`src/rtl/regfile_mp.sv`:
```
// regfile_mp: multi-read-port integer register file with write bypass,
// selectable 1/2-cycle read latency and a hardware clear sequencer.
module regfile_mp #(
    parameter int XLEN    = 32,
    parameter int NREGS   = 32,
    parameter int NREAD   = 2,
    parameter int RD_LAT  = 2,
    parameter bit ZERO_R0 = 1'b1,
    localparam int AW     = $clog2(NREGS)
) (
    input  logic                  clk,
    input  logic                  rst,
    input  logic [NREAD*AW-1:0]   rd_addr,
    output logic [NREAD*XLEN-1:0] rd_data,
    input  logic                  wr_en,
    input  logic [AW-1:0]         wr_addr,
    input  logic [XLEN-1:0]       wr_data,
    input  logic                  clr_req,
    output logic                  busy
);

    localparam logic [AW-1:0] LAST    = AW'(NREGS - 1);
    localparam logic [AW-1:0] ONE     = AW'(1);
    localparam logic [AW:0]   NREGS_W = (AW + 1)'(NREGS);

    typedef enum logic {CLEAR, IDLE} state_t;

    state_t          state_q, state_d;
    logic [AW-1:0]   cnt_q, cnt_d;
    logic            busy_q, busy_d;

    logic [XLEN-1:0] mem [NREGS];
    logic            mem_we;
    logic [AW-1:0]   mem_wa;
    logic [XLEN-1:0] mem_wd;
    logic            wr_acc;

    // Clear sequencer: walk every entry after reset or a clear request.
    always_comb begin
        state_d = state_q;
        cnt_d   = cnt_q;
        busy_d  = busy_q;
        unique case (state_q)
            CLEAR: begin
                cnt_d = cnt_q + ONE;
                if (cnt_q == LAST) begin
                    state_d = IDLE;
                    cnt_d   = '0;
                    busy_d  = 1'b0;
                end
            end
            IDLE: begin
                if (clr_req) begin
                    state_d = CLEAR;
                    cnt_d   = '0;
                    busy_d  = 1'b1;
                end
            end
            default: ;
        endcase
    end

    // Sequencer state, restarting the clear from entry 0 on reset.
    always_ff @(posedge clk or posedge rst) begin
        if (rst) begin
            state_q <= CLEAR;
            cnt_q   <= '0;
            busy_q  <= 1'b1;
        end else begin
            state_q <= state_d;
            cnt_q   <= cnt_d;
            busy_q  <= busy_d;
        end
    end

    assign busy = busy_q;

    // A write lands only in IDLE, not in the clear-request cycle, in range,
    // and never to entry 0 when it is hard-wired.
    always_comb begin
        wr_acc = wr_en && (state_q == IDLE) && !clr_req
              && ({1'b0, wr_addr} < NREGS_W)
              && !(ZERO_R0 && (wr_addr == '0));
    end

    // Clear sequencer and write port share the single array write path.
    always_comb begin
        mem_we = 1'b0;
        mem_wa = wr_addr;
        mem_wd = wr_data;
        if (state_q == CLEAR) begin
            mem_we = 1'b1;
            mem_wa = cnt_q;
            mem_wd = '0;
        end else if (wr_acc) begin
            mem_we = 1'b1;
        end
    end

    // Array storage; contents are meaningful only after a full clear.
    always_ff @(posedge clk) begin
        if (mem_we) begin
            mem[mem_wa] <= mem_wd;
        end
    end

    for (genvar p = 0; p < NREAD; p++) begin : g_port
        logic [AW-1:0]   a;
        logic            a_ok;
        logic [XLEN-1:0] s1_d, s1_q;

        assign a = rd_addr[p*AW +: AW];

        // First read stage: bypass an accepted write, force zeros.
        always_comb begin
            a_ok = ({1'b0, a} < NREGS_W) && !(ZERO_R0 && (a == '0));
            s1_d = '0;
            if (!busy_q && a_ok) begin
                if (wr_acc && (wr_addr == a)) begin
                    s1_d = wr_data;
                end else begin
                    s1_d = mem[a];
                end
            end
        end

        // First read stage register.
        always_ff @(posedge clk or posedge rst) begin
            if (rst) begin
                s1_q <= '0;
            end else begin
                s1_q <= s1_d;
            end
        end

        if (RD_LAT == 1) begin : g_lat1
            assign rd_data[p*XLEN +: XLEN] = s1_q;
        end else begin : g_lat2
            logic [XLEN-1:0] s2_d, s2_q;

            assign s2_d = s1_q;

            // Optional second stage, a plain delay of the first.
            always_ff @(posedge clk or posedge rst) begin
                if (rst) begin
                    s2_q <= '0;
                end else begin
                    s2_q <= s2_d;
                end
            end

            assign rd_data[p*XLEN +: XLEN] = s2_q;
        end
    end

endmodule

```
`config.mk`:
```
export PLATFORM = sky130hd
export DESIGN_NAME = regfile_mp
export DESIGN_NICKNAME = d
export VERILOG_FILES = /design/src/rtl/regfile_mp.sv
export SDC_FILE = /design/constraint.sdc
export NUM_CORES = 1
export LEC_CHECK = 0
export CAP_MARGIN = 20
export CORE_MARGIN = 4
export CORE_UTILIZATION = 40
export CTS_CLUSTER_DIAMETER = 60
export DETAILED_ROUTE_END_ITERATION = 10
export GPL_TIMING_DRIVEN = 0
export PLACE_DENSITY = 0.63
export SLEW_MARGIN = 10
export SYNTH_ARGS = -nofsm -noshare
export SYNTH_HDL_FRONTEND = slang
export SYNTH_SLANG_ARGS = --single-unit
```
`constraint.sdc`:
```
create_clock -name clk -period 4.3 [get_ports clk]
set_input_delay 0.86 -clock clk [delete_from_list [all_inputs] [get_ports clk]]
set_output_delay 0.86 -clock clk [all_outputs]
set_load 0.05 [all_outputs]
```
==> flow_metrics.env <==
export IMPL_tns_ns=0
export IMPL_grt_pass1_vias=33160
export IMPL_powerDensity_nw_per_um2=523.0
export IMPL_start_util_pct=40.43
export IMPL_fin_nets=3420
export IMPL_status="complete, no violations"
export IMPL_grt_pass1_wl_um=245400
export IMPL_dp_hpwl_um=124900
export IMPL_synth_area_leaders="edfxtp_1 58%, mux4_2 12%, mux2i_1 8.5%, dfrtp_1 6.4%, a221oi_1 2.1%"
export IMPL_core_sq_um=130100
export IMPL_drt_pass1_iterations=6
export IMPL_synth_seq_area_share_pct=64.86
export IMPL_via_count=33629
export IMPL_synthToLayoutAreaGrowth_pct=17.25
export IMPL_critPathMaxStageDelay_ns=0.79
export IMPL_synth_area_leader_cell="edfxtp_1"
export IMPL_synth_warning_count=0
export IMPL_die_h_um=370.7
export IMPL_worst_path_buf_inv=3
export IMPL_clk_path_buf_depth=3
export IMPL_cts_root_buffer="clkbuf_16"
export IMPL_antenna_left=0
export IMPL_grt_usage_pct=25.32
export IMPL_path_max_fanout=10
export IMPL_rsz0062_at_grt="no"
export IMPL_final_setup_worst_slack_ns=0.003586
export IMPL_drt_wl_total_um=176300
export IMPL_power_share_combinational_pct=20.5
export IMPL_critPathRequiredTime_ns=4.79
export IMPL_synth_edff_count=1024
export IMPL_hold_class="reg2reg"
export IMPL_wire_per_inst_um=33.81
export IMPL_placedInstanceArea_sq_um=57490
export IMPL_start_kind="primary input"
export IMPL_intPower_mw=22.53
export IMPL_clk_pin_slew_worst_paths_ns=0.06
export IMPL_power_leakage_nw=21.83
export IMPL_h_tree_depth=4
export IMPL_period_share_pct=99.92
export IMPL_cts_buffers=130
export IMPL_path_class="in2reg"
export IMPL_via_per_inst=6.449
export IMPL_netSwitchingPower_mw=9.740
export IMPL_worstSkewPairLatency_ns=0.76
export IMPL_overflow=0
export IMPL_p_clk_share_pct=33.6
export IMPL_cts_repair_resized=1
export IMPL_crit_family="buffers and inverters"
export IMPL_crit_chain="clkdlybuf4s50_1 -> nor2_2 -> clkbuf_1 -> buf_1 -> a221oi_1 -> o21ai_0 -> a21o_1 -> o221ai_1"
export IMPL_synth_cell_types=51
export IMPL_cts_tree="yes"
export IMPL_pin_count=116
export IMPL_dp_cells=4974
export IMPL_dieArea_sq_um=137400
export IMPL_port_buffers=107
export IMPL_synthFlopType="edfxtp_1"
export IMPL_max_freq_mhz=232.8
export IMPL_synth_area_sq_um=52620
export IMPL_synthCells=3061
export IMPL_synth_area_per_cell_sq_um=17.19
export IMPL_num_rows=132
export IMPL_ir_drop_mv=0.4071
export IMPL_end_kind="flip-flop"
export IMPL_final_core_util_pct=47.41
export IMPL_grt_max_degree=38
export IMPL_finalSetupViolations=0
export IMPL_stdcell_count=5215
export IMPL_cpMaxStageDelayCell="clkbuf_1"
export IMPL_postCtsSetupBuffers=0
export IMPL_cts_hold_buffers=0
export IMPL_drt_initial_drc_count=4861
export IMPL_hold_viol=0
export IMPL_worstPathArrival_ns=4.78
export IMPL_cap_violations=0
export IMPL_final_area_sq_um=61700
export IMPL_drv_slew=0
export IMPL_post_route_min_period_ns=4.296
export IMPL_synth_most_common_cell="edfxtp_1"
export IMPL_yosys_register_bits=1159
export IMPL_timing_slew_headroom_pct=10.17
export IMPL_clock_skew_ns=0.02808
export IMPL_clock_sinks=1159
export IMPL_p_seq_share_pct=46.0
export IMPL_async_reset_ff_share_pct=11.65
export IMPL_sw_frac_of_total_pct=30.18
export IMPL_ys_top_cells_by_count="1024 x edfxtp_1, 449 x mux2i_1, 288 x mux4_2, 134 x dfrtp_1, 128 x a221oi_1"
export IMPL_syn_nets=3114
export IMPL_gp_congestion=0.8956
export IMPL_drive_gt1_share_pct=21.28
export IMPL_place_ws_ns=-0.7944
export IMPL_drc=0
export IMPL_die_w_um=370.7
export IMPL_antenna_found_initial=7
export IMPL_yosysTopAreaCellShare_pct=58.44
export IMPL_tightest_slew_ns=1.348
layer usage:
layer	share of wire (%)	wire (um)	GRT usage, %
met5	0.030	53	0
met4	5.0	8827	11.69
met3	12	21660	7.215
met2	43	75320	36.51
met1	40	70440	35.54
worst paths after layout:
path | start | end | slack [ns] | cells past startpoint
setup / recovery | rd_addr[2] | g_port[0].g_lat2.s2_d[19]$_DFF_PP0_ | 0.004 | 8
hold / removal | g_port[1].g_lat2.s2_d[6]$_DFF_PP0_ | g_port[1].g_lat2.s2_q[6]$_DFF_PP0_ | 0.34 | 0
setup reg to reg | state_q$_DFF_PP0_ | g_port[0].g_lat2.s2_d[19]$_DFF_PP0_ | 0.77 | 6
hold reg to reg | g_port[1].g_lat2.s2_d[6]$_DFF_PP0_ | g_port[1].g_lat2.s2_q[6]$_DFF_PP0_ | 0.34 | 0
max in group asynchronous | rst | g_port[1].g_lat2.s2_d[6]$_DFF_PP0_ | 2.79 | 4
min in group asynchronous | rst | g_port[0].g_lat2.s2_q[4]$_DFF_PP0_ | 0.60 | 2
layout make-up:
class | instances | area, sq um
Antenna cell | 1 | 2.502
Clock buffer | 170 | 3508
Buffer | 245 | 1319
Inverter | 42 | 161.4
Fill cell | 11033 | 68450
Tap cell | 1742 | 2180
Sequential cell | 1159 | 34130
Timing Repair Buffer | 174 | 2340
Multi-Input combinational cell | 1615 | 17410
Clock inverter | 67 | 649.4
logic make-up (layout without fill, tap and decap cells):
kind of cell	Yosys count	after routing	synth area share, %
simple gates	231	231	2.145
other cells	0	1	0
compound gates	631	631	9.059
fa+ha+maj	2	2	0.04755
xor+xnor	12	12	0.1997
buf+inv	287	698	2.780
mux	739	739	20.91
flops	1159	1159	64.86
flip-flops by register name (all words and copies together), names as in the netlist:
| register | flops |
|---|---|
| mem | 1024 |
| state_q | 1 |
| g_port.g_lat2.s2_d | 64 |
| busy | 1 |
| g_port.g_lat2.s2_q | 64 |
| cnt_q | 5 |
power groups by stage:
stage                     sequential (mW)  clock, mW  combinational, mW
after floorplan                      15.4          0               2.97
after global placement               15.1          0               5.74
after detailed placement             15.0          0               6.45
after CTS                            14.8       10.9               6.47
after global routing                 15.0       11.4               6.81
final                                14.8       10.8               6.61
layout by cell type, fill, tap and decap left out, types with 8 or more instances in the layout:
master,netlist,final
clkdlybuf4s50_1,0,107
nand3_1,35,35
buf_4,29,29
a21oi_1,66,65
nand2_1,42,42
a221oi_1,128,128
clkinv_1,0,19
o21ai_0,35,35
buf_12,0,28
clkbuf_8,0,8
o22ai_1,32,32
buf_8,3,27
nor2_4,0,40
buf_1,17,17
a221o_1,64,64
inv_1,42,41
clkbuf_1,112,139
buf_2,62,62
clkbuf_16,0,131
a22oi_1,96,96
clkinv_2,0,16
mux2i_1,449,449
and3_1,34,34
o21ai_1,33,33
o211ai_1,34,34
mux4_2,288,288
buf_6,22,26
dfrtp_1,134,134
a21o_1,97,97
buf_16,0,11
nor2_2,1,26
edfxtp_1,1024,1024
nor2b_1,36,36
o221ai_1,32,32
stage by stage:
stage	power, mW	hold WS [ns]
after floorplan	18.38	0.3312
after global placement	20.88	0.3339
after detailed placement	21.47	0.3347
after CTS	32.17	0.3409
after global routing	33.17	0.3487
final	32.27	0.3429
(Power assumes the default switching activity.)
